[src/rtl/i2s_pkg.sv]
// Shared types and constants for the I2S capture controller.
// Holds the capture FSM state encoding and the channel-select codes.
package i2s_pkg;

    localparam int I2S_W = 24;

    typedef enum logic [1:0] {IDLE, SYNC, FILL, HOLD} cap_state_t;

    localparam logic [1:0] CH_LEFT  = 2'd0;
    localparam logic [1:0] CH_RIGHT = 2'd1;
    localparam logic [1:0] CH_MONO  = 2'd2;

endpackage

[src/rtl/i2s_sample_fmt.sv]
// Combinational channel select, mono average and truncation to the stored width.
module i2s_sample_fmt
    import i2s_pkg::*;
#(
    parameter int IN_W  = I2S_W,
    parameter int OUT_W = 16
) (
    input  logic [1:0]       chan_sel_i,
    input  logic [IN_W-1:0]  left_i,
    input  logic [IN_W-1:0]  right_i,
    output logic [OUT_W-1:0] wdata_o
);

    logic [IN_W:0]   sum;
    logic [IN_W-1:0] sel;

    always_comb begin
        // Sign-extended sum; taking bits [IN_W:1] is the arithmetic shift then truncation.
        sum = {left_i[IN_W-1], left_i} + {right_i[IN_W-1], right_i};
        case (chan_sel_i)
            CH_LEFT:  sel = left_i;
            CH_RIGHT: sel = right_i;
            CH_MONO:  sel = sum[IN_W:1];
            default:  sel = left_i;
        endcase
        wdata_o = sel[IN_W-1 -: OUT_W];
    end

endmodule

[src/rtl/i2s_capture_ctrl.sv]
// Captures I2S samples into a ping-pong sample RAM and hands full banks to a consumer.
// Optional drop counter output enabled by defining I2S_CAPTURE_DROP_CNT_EN.
module i2s_capture_ctrl
    import i2s_pkg::*;
#(
    parameter int N_SAMPLES = 256,
    parameter int ADDR_W    = $clog2(N_SAMPLES),
    parameter int IN_W      = I2S_W,
    parameter int OUT_W     = 16
) (
    input  logic              clk,
    input  logic              reset,
    input  logic              enable,
    input  logic [1:0]        chan_sel,
    input  logic              lrck,
    input  logic [IN_W-1:0]   left,
    input  logic [IN_W-1:0]   right,
    output logic              buf_we,
    output logic              buf_bank,
    output logic [ADDR_W-1:0] buf_addr,
    output logic [OUT_W-1:0]  buf_wdata,
    output logic              frame_valid,
    output logic              frame_bank,
    input  logic              frame_ack,
    output logic              overrun
`ifdef I2S_CAPTURE_DROP_CNT_EN
    ,
    output logic [15:0]       drop_cnt
`endif
);

    localparam logic [ADDR_W-1:0] LAST_ADDR = ADDR_W'(N_SAMPLES - 1);

    cap_state_t        state_q, state_d;
    logic              lrck_q, en_q;
    logic [ADDR_W-1:0] ptr_q, ptr_d;
    logic              bank_q, bank_d;
    logic              we_q, we_d;
    logic [ADDR_W-1:0] addr_q, addr_d;
    logic              wbank_q, wbank_d;
    logic [OUT_W-1:0]  wdata_q, wdata_d;
    logic              fv_q, fv_d;
    logic              fbank_q, fbank_d;
    logic              ovr_q, ovr_d;

    logic              se, en_fall, last, fv_after_ack;
    logic [OUT_W-1:0]  fmt_data;

    i2s_sample_fmt #(.IN_W(IN_W), .OUT_W(OUT_W)) u_fmt (
        .chan_sel_i (chan_sel),
        .left_i     (left),
        .right_i    (right),
        .wdata_o    (fmt_data)
    );

    assign se           = lrck_q & ~lrck;
    assign en_fall      = en_q & ~enable;
    assign last         = (ptr_q == LAST_ADDR);
    assign fv_after_ack = fv_q & ~frame_ack;

    always_comb begin
        state_d = state_q;
        ptr_d   = ptr_q;
        bank_d  = bank_q;
        we_d    = 1'b0;
        addr_d  = addr_q;
        wbank_d = wbank_q;
        wdata_d = wdata_q;
        fv_d    = fv_after_ack;
        fbank_d = fbank_q;
        ovr_d   = en_fall ? 1'b0 : ovr_q;

        case (state_q)
            IDLE: begin
                if (enable) state_d = SYNC;
            end
            SYNC, FILL: begin
                if (!enable) begin
                    state_d = IDLE;
                    ptr_d   = '0;
                    addr_d  = '0;
                end else if (se) begin
                    we_d    = 1'b1;
                    addr_d  = ptr_q;
                    wbank_d = bank_q;
                    wdata_d = fmt_data;
                    ptr_d   = ptr_q + ADDR_W'(1);
                    state_d = FILL;
                    if (last) begin
                        ptr_d = '0;
                        // An ack arriving with the final write frees the other bank first.
                        if (!fv_after_ack) begin
                            fv_d    = 1'b1;
                            fbank_d = bank_q;
                            bank_d  = ~bank_q;
                        end else begin
                            ovr_d   = 1'b1;
                            state_d = HOLD;
                        end
                    end
                end
            end
            HOLD: begin
                if (!enable) begin
                    state_d = IDLE;
                    ptr_d   = '0;
                    addr_d  = '0;
                end else if (fv_q && frame_ack) begin
                    fv_d    = 1'b1;
                    fbank_d = bank_q;
                    bank_d  = ~bank_q;
                    ptr_d   = '0;
                    state_d = FILL;
                end
            end
            default: state_d = IDLE;
        endcase
    end

    always_ff @(posedge clk) begin
        if (reset) begin
            state_q <= IDLE;
            lrck_q  <= 1'b0;
            en_q    <= 1'b0;
            ptr_q   <= '0;
            bank_q  <= 1'b0;
            we_q    <= 1'b0;
            addr_q  <= '0;
            wbank_q <= 1'b0;
            wdata_q <= '0;
            fv_q    <= 1'b0;
            fbank_q <= 1'b0;
            ovr_q   <= 1'b0;
        end else begin
            state_q <= state_d;
            lrck_q  <= lrck;
            en_q    <= enable;
            ptr_q   <= ptr_d;
            bank_q  <= bank_d;
            we_q    <= we_d;
            addr_q  <= addr_d;
            wbank_q <= wbank_d;
            wdata_q <= wdata_d;
            fv_q    <= fv_d;
            fbank_q <= fbank_d;
            ovr_q   <= ovr_d;
        end
    end

    assign buf_we      = we_q;
    assign buf_bank    = wbank_q;
    assign buf_addr    = addr_q;
    assign buf_wdata   = wdata_q;
    assign frame_valid = fv_q;
    assign frame_bank  = fbank_q;
    assign overrun     = ovr_q;

`ifdef I2S_CAPTURE_DROP_CNT_EN
    logic [15:0] drop_cnt_q, drop_cnt_d;

    always_comb begin
        drop_cnt_d = drop_cnt_q;
        if (en_fall)
            drop_cnt_d = '0;
        else if (state_q == HOLD && enable && se && drop_cnt_q != 16'hFFFF)
            drop_cnt_d = drop_cnt_q + 16'd1;
    end

    always_ff @(posedge clk) begin
        if (reset) drop_cnt_q <= '0;
        else       drop_cnt_q <= drop_cnt_d;
    end

    assign drop_cnt = drop_cnt_q;
`endif

endmodule

[config.mk]
export PLATFORM = sky130hd
export DESIGN_NAME = i2s_capture_ctrl
export DESIGN_NICKNAME = d
export VERILOG_FILES = /design/src/rtl/i2s_pkg.sv /design/src/rtl/i2s_sample_fmt.sv /design/src/rtl/i2s_capture_ctrl.sv
export SDC_FILE = /design/constraint.sdc
export NUM_CORES = 1
export LEC_CHECK = 0
export ABC_AREA = 1
export CAP_MARGIN = 40
export CORE_ASPECT_RATIO = 0.6
export CORE_MARGIN = 5
export CORE_UTILIZATION = 52
export CTS_CLUSTER_DIAMETER = 40
export DETAILED_ROUTE_END_ITERATION = 12
export GPL_TIMING_DRIVEN = 0
export PLACE_DENSITY = 0.87
export SYNTH_ARGS = -nofsm -noshare
export SYNTH_HDL_FRONTEND = slang
export SYNTH_SLANG_ARGS = --single-unit
[constraint.sdc]
create_clock -name clk -period 2 [get_ports clk]
set_input_delay 0.5 -clock clk [delete_from_list [all_inputs] [get_ports clk]]
set_output_delay 0.5 -clock clk [all_outputs]
set_load 0.01 [all_outputs]
# Word level (Yosys, flattened, before mapping)
# Cells that the tools add are included.
dict set report word_totals {
  ff_bits 42
  output_inout_bits 29
  word_cells 94
}
dict set report classes {
  addsub 2
  eq_ne 16
  muxes 46
  bitwise_logic 8
  n_reduce_logical 10
}
# cell n
set ops {}
lappend ops {{2-to-1 mux 8 bit} 8}
lappend ops {{one-hot mux 24 bit (2 select lines)} 1}
lappend ops {{one-hot mux 8 bit (2 select lines)} 2}
lappend ops {{2-to-1 mux 1 bit} 26}
lappend ops {{adder 24 x 24 -> 25 bit} 1}
lappend ops {{!= test 2 bit (second input constant)} 8}
lappend ops {{AND reduction 3 bit} 4}
lappend ops {{2-to-1 mux 2 bit} 5}
lappend ops {{adder 8 x 1 -> 8 bit (second input constant)} 1}
lappend ops {{== test 8 bit (second input constant)} 1}
lappend ops {{AND reduction 7 bit} 1}
lappend ops {{== test 2 bit (second input constant)} 3}
lappend ops {{!= test 3 bit (second input constant)} 2}
lappend ops {{one-hot mux 1 bit (2 select lines)} 3}
lappend ops {{one-hot mux 2 bit (3 select lines)} 1}
lappend ops {{NOT 1 bit} 5}
lappend ops {{== test 2 x 1 -> 1 bit (second input constant)} 2}
lappend ops {{bitwise AND 1 bit} 3}
lappend ops {{OR reduction 3 bit} 1}
lappend ops {{logical NOT 2 bit} 1}
lappend ops {{nonzero test 2 bit} 1}
lappend ops {{OR reduction 2 bit} 1}
lappend ops {{logical AND 1 bit} 1}

# Logic depth before layout (Yosys ltp)
dict set report depth {
  ltp_word 8
  mapped_depth 14
}

# Modules after synthesis
# Synthesis repeated with hierarchy kept, for this count alone.
dict set report unflattened {
  hier_cells 665
  area_unflattened_um2 3900.0
}
# mod instances cells_per_inst area_per_inst_um2 seq_area_each_um2
set by_module_without_submodules {}
lappend by_module_without_submodules {i2s_sample_fmt 1 409 2055.7 0.0}
lappend by_module_without_submodules {i2s_capture_ctrl 1 256 1844.3 840.8}

# Worst setup path before layout
# No wires, ideal clock.
dict set report synth_path {
  path_kind {input to register}
  from {in left[12]}
  to {reg wdata_q[8], in the netlist buf_wdata[8]}
  setup_ns 0.132
  arrival_ns 1.659
  slack_ns 0.208
  path_stages 11
  cell_sequence {ha_1 -> nand2_2 -> inv_1 -> a21oi_1 -> inv_1 -> a21oi_1 -> nand3_1 -> nand3_1 -> nand2_1 -> nand2_1 -> a21oi_1}
}
dict set report synth_between {
  elab_chain_cells 2
}
# element line
set synth_lines {}
lappend synth_lines {{from (decl)} i2s_capture_ctrl.sv:16} ;# input logic [IN_W-1:0] left,
lappend synth_lines {{adder 24 x 24 -> 25 bit} i2s_sample_fmt.sv:19} ;# sum = {left_i[IN_W-1], left_i} + {right_i[IN_W-1], right_i};
lappend synth_lines {{one-hot mux 24 bit (2 select lines)} i2s_sample_fmt.sv:20} ;# case (chan_sel_i)
lappend synth_lines {{to (signal assigned)} i2s_capture_ctrl.sv:143} ;# wdata_q <= wdata_d;
lappend synth_lines {{to (decl)} i2s_capture_ctrl.sv:41} ;# logic [OUT_W-1:0] wdata_q, wdata_d;
# Every way passes these cells.
# A chain may end at the register's enable or synchronous reset.

# Worst setup path in the final report
dict set report layout_path {
  from {in left[4]}
  to {reg wdata_q[8], in the netlist buf_wdata[8]}
}
# The elaborated chain is that of the path after synthesis.

==> results.py <==
metrics = {
    "drt": {
        "wl_per_cell_um": 16.82,
        "wl_um": 14130,
        "ant_nets": 0,
        "drt_first_iter_violations": 619,
        "viasPerCell": 5.751,
        "drc_errors": 0,
        "drtPass1Iterations": 5,
        "dr_total_vias": 4831,
    },
    "worst_setup_path": {
        "crit_fanout": 3,
        "crit_path_top_delay_cell": "ha_4",
        "crit_required_ns": 2.21,
        "cp.buffers_inverters": 2,
        "worst_path_most_repeated_cell": "nand2_1",
        "worst_setup_path_start_kind": "primary input",
        "cp_top_family": "simple AND/OR/NAND/NOR gates",
        "cp-end-kind": "flip-flop",
        "path_cells": "dlygate4sd2_1, ha_4, nand2_1, nand2_1, inv_1, nand2_1, a21oi_2, nand2_2, nand2_2, nand2_1, nand2_1, nand3_2, nand2_1, nand2_1, a21oi_2",
        "cp_slowest_stage_delay_ns": 0.27,
        "arrival_ns": 2.15,
        "critical_path_class": "in -> reg",
    },
    "grt": {
        "gr-usage-all-layers": 0.2873,
        "use_met2": 0.4401,
        "grt_start_max_net_pins": 13,
        "use_met1": 0.4138,
        "antenna_found_initial": 0,
        "use_met3": 0.06083,
        "grt-ovfl-total": 0,
        "grt_most_used_layer": "met2",
        "grt_pass1_vias": 4527,
        "grt_pass1_wl_um": 21700,
    },
    "logic_synthesis": {
        "synth_top_area_frac": 0.2240,
        "synthMuxAreaShare": 0,
        "synth.avg_cell_area_sq_um": 5.843,
        "yosys_warnings": 0,
        "synth_edf_count": 0,
        "syn_inst": 651,
        "yosysSeqAreaShare": 0.2211,
        "synth-main-ff-cell": "dfxtp_1",
        "synthXorXnorAreaFrac": 0,
        "synth-adder-area-share": 0.09539,
        "async_flop_share": 0,
        "yosys.area.top_type": "nand2_1",
        "synthTopCellsByArea": "nand2_1, dfxtp_1, ha_1, inv_1, a21oi_1",
        "synth_nets": 735,
        "synth_top_family_by_area": "simple AND/OR/NAND/NOR gates",
        "synth-compound-area-share": 0.1388,
        "ys_seq_elements": 42,
        "synthSimpleGateAreaFrac": 0.4171,
        "synth_area_sq_mm": 0.003804,
        "yosys.cell_types.count": 34,
    },
    "power_and_ir_drop": {
        "switching_share": 0.3802,
        "p_seq_frac": 0.294,
        "p_total_mw": 3.009,
        "pwr-share-clk": 0.274,
        "p_per_area_mw_per_mm2": 542.2,
        "p_sw_mw": 1.144,
        "p_int_mw": 1.865,
        "vdd_drop_max_mv": 0.3836,
        "power_leakage_nw": 2.531,
        "pwr-share-comb": 0.433,
    },
    "floorplanning": {
        "die_area_sq_mm": 0.009182,
        "rows": 24,
        "die_h_um": 76.25,
        "core_sq_mm": 0.007177,
        "start_util": 0.5300,
        "io_pins": 84,
        "die_width_um": 120.4,
    },
    "clock_tree": {
        "cts_tree": "done",
        "path_clk_slew_ns": 0.06,
        "clk_latency_ns": 0.29,
        "cts.htree.levels": 2,
        "cts_buffer_depth": 2,
        "postCtsHoldBufs": 0,
        "cts_buffers": 5,
        "root_buffer": "clkbuf_16",
        "cts.sinks": 42,
    },
    "timing": {
        "fin_crit_ns": 1.945,
        "finalClockSkew_ns": 0.005892,
        "post-route-period-util": 0.9727,
        "layout_setup_ws_ns": 0.05459,
        "tightest_slew_ns": 0.5966,
        "rsz0062_at_grt": "yes",
        "max-slew-margin-rel": 0.6023,
        "fmax_mhz": 514.0,
        "hold_viol_final": 0,
        "slew_violations": 0,
        "finalSetupViolCount": 0,
        "hold_ws_ns": 0.4644,
    },
    "placement": {
        "gp_congestion": 0.9992,
        "pre_cts_ws_ns": -0.6638,
        "portBuffers": 82,
        "dpl.hpwl_um": 10090,
        "dpl_cell_area_sq_mm": 0.004738,
    },
    "cells_and_area": {
        "fin_area_sq_mm": 0.005549,
        "fin_util": 0.7732,
        "final_nets": 832,
        "antenna_cells": 0,
        "area_delta_synth_final_pct": 45.89,
        "drive_above_1_share": 0.2203,
    },
    "job": {
        "maxCapViolCount": 0,
    },
    "min_path": {
        "hold_path_class": "reg -> reg",
    },
    "run_status": {
        "status": "complete, no violations",
    },
}
kinds of logic (layout without fill, tap and decap cells):
family,Yosys count,in the layout
DFF,42,42
and+or+nand+nor,376,376
AOI/OAI and AO/OA,95,95
buffers and inverters,109,207
adders and majority gates,29,29
routing by layer:
metal / vias to the layer above / routed length, um / share of wire
met5: - / 0 / 0
met4: 0 / 272 / 0.019
met2: 321 / 6119 / 0.43
met1: 2210 / 6059 / 0.43
li1: 2259 / - / -
met3: 41 / 1680 / 0.12
flip-flops by register name (all words and copies together) (netlist names):
register / count
buf_we: 1
overrun: 1
lrck_q: 1
state_q: 2
frame_bank: 1
en_q: 1
buf_bank: 1
buf_wdata: 16
frame_valid: 1
ptr_q: 8
bank_q: 1
buf_addr: 8
final cells by class:
type | instances | area (sq um)
buffer | 12 | 115.1
clock inverter | 1 | 5.005
fill | 535 | 1628
tap | 91 | 113.9
sequential | 42 | 842.1
clock buffer | 7 | 142.6
inverter | 95 | 361.6
multi-input combinational | 500 | 3105
timing repair buffer | 92 | 863.3
power groups by stage:
stage	clock network, mW	registers (mW)	logic, mW
detailed placement	0	0.901	0.998
CTS	0.813	0.883	1.15
global placement	0	0.900	0.969
global route	0.867	0.886	1.40
finish	0.823	0.884	1.30
floorplan	0	0.903	0.662
layout by cell type, fill, tap and decap left out, types with 4 or more instances in the layout:
cell	n
inv_1	86
clkbuf_8	6
ha_4	24
clkdlybuf4s50_1	35
nor2_2	11
a21oi_2	16
a21oi_1	55
nand3_2	9
o21ai_0	6
clkbuf_16	5
ha_1	4
nand2_2	38
nor2_4	10
nand2_4	9
a211oi_1	4
nor2_1	63
dlygate4sd2_1	34
buf_4	10
nand3_1	26
dlymetal6s2s_1	6
nand2_1	191
o21ai_1	5
clkdlybuf4s15_1	6
inv_2	7
dfxtp_1	41
nand4_1	7
worst min-delay path, cell delays in order (launching register included):
cell,delay [ns]
dfxtp_1,0.31
nand2_1,0.06
a21oi_1,0.05
final timing paths:
check	startpoint	end	slack (ns)	cells after the start
setup / recovery	left[4]	buf_wdata[8]$_SDFFE_PP0P_	0.05	15
hold reg to reg	buf_addr[0]$_SDFFE_PP0P_	buf_addr[0]$_SDFFE_PP0P_	0.46	2
hold / removal	buf_addr[0]$_SDFFE_PP0P_	buf_addr[0]$_SDFFE_PP0P_	0.46	2
setup reg to reg	state_q[0]$_SDFFE_PP0P_	ptr_q[7]$_SDFFE_PP0P_	0.12	12
cell usage after synthesis (2+ instances only):
cell	number
nand4_1	7
buf_6	2
nand2_2	11
nand3b_1	3
nor3_2	3
o21ai_0	9
a21o_1	2
a21oi_2	3
o21ai_1	3
clkbuf_8	5
a21oi_1	68
dfxtp_1	42
nor3_1	4
a211oi_1	5
nor2_2	4
clkbuf_1	4
nand2_1	227
inv_2	3
nor2_1	77
inv_1	91
nor2_4	3
nand3_1	35
ha_1	29
metrics by stage:
stage | TNS [ns] | instances
after floorplan | 0 | 651
after global placement | -11.46 | 824
after detailed placement | -13.66 | 824
after CTS | -0.005674 | 839
after global routing | -0.4248 | 840
final | 0 | 840
repair_timing:
action,CTS,global route
endpoints found under the setup margin,30,34
gates resized for setup,120,70
buffers inserted,9,1
pin swaps,31,17
Note: power is estimated with default switching activity, not from simulation.
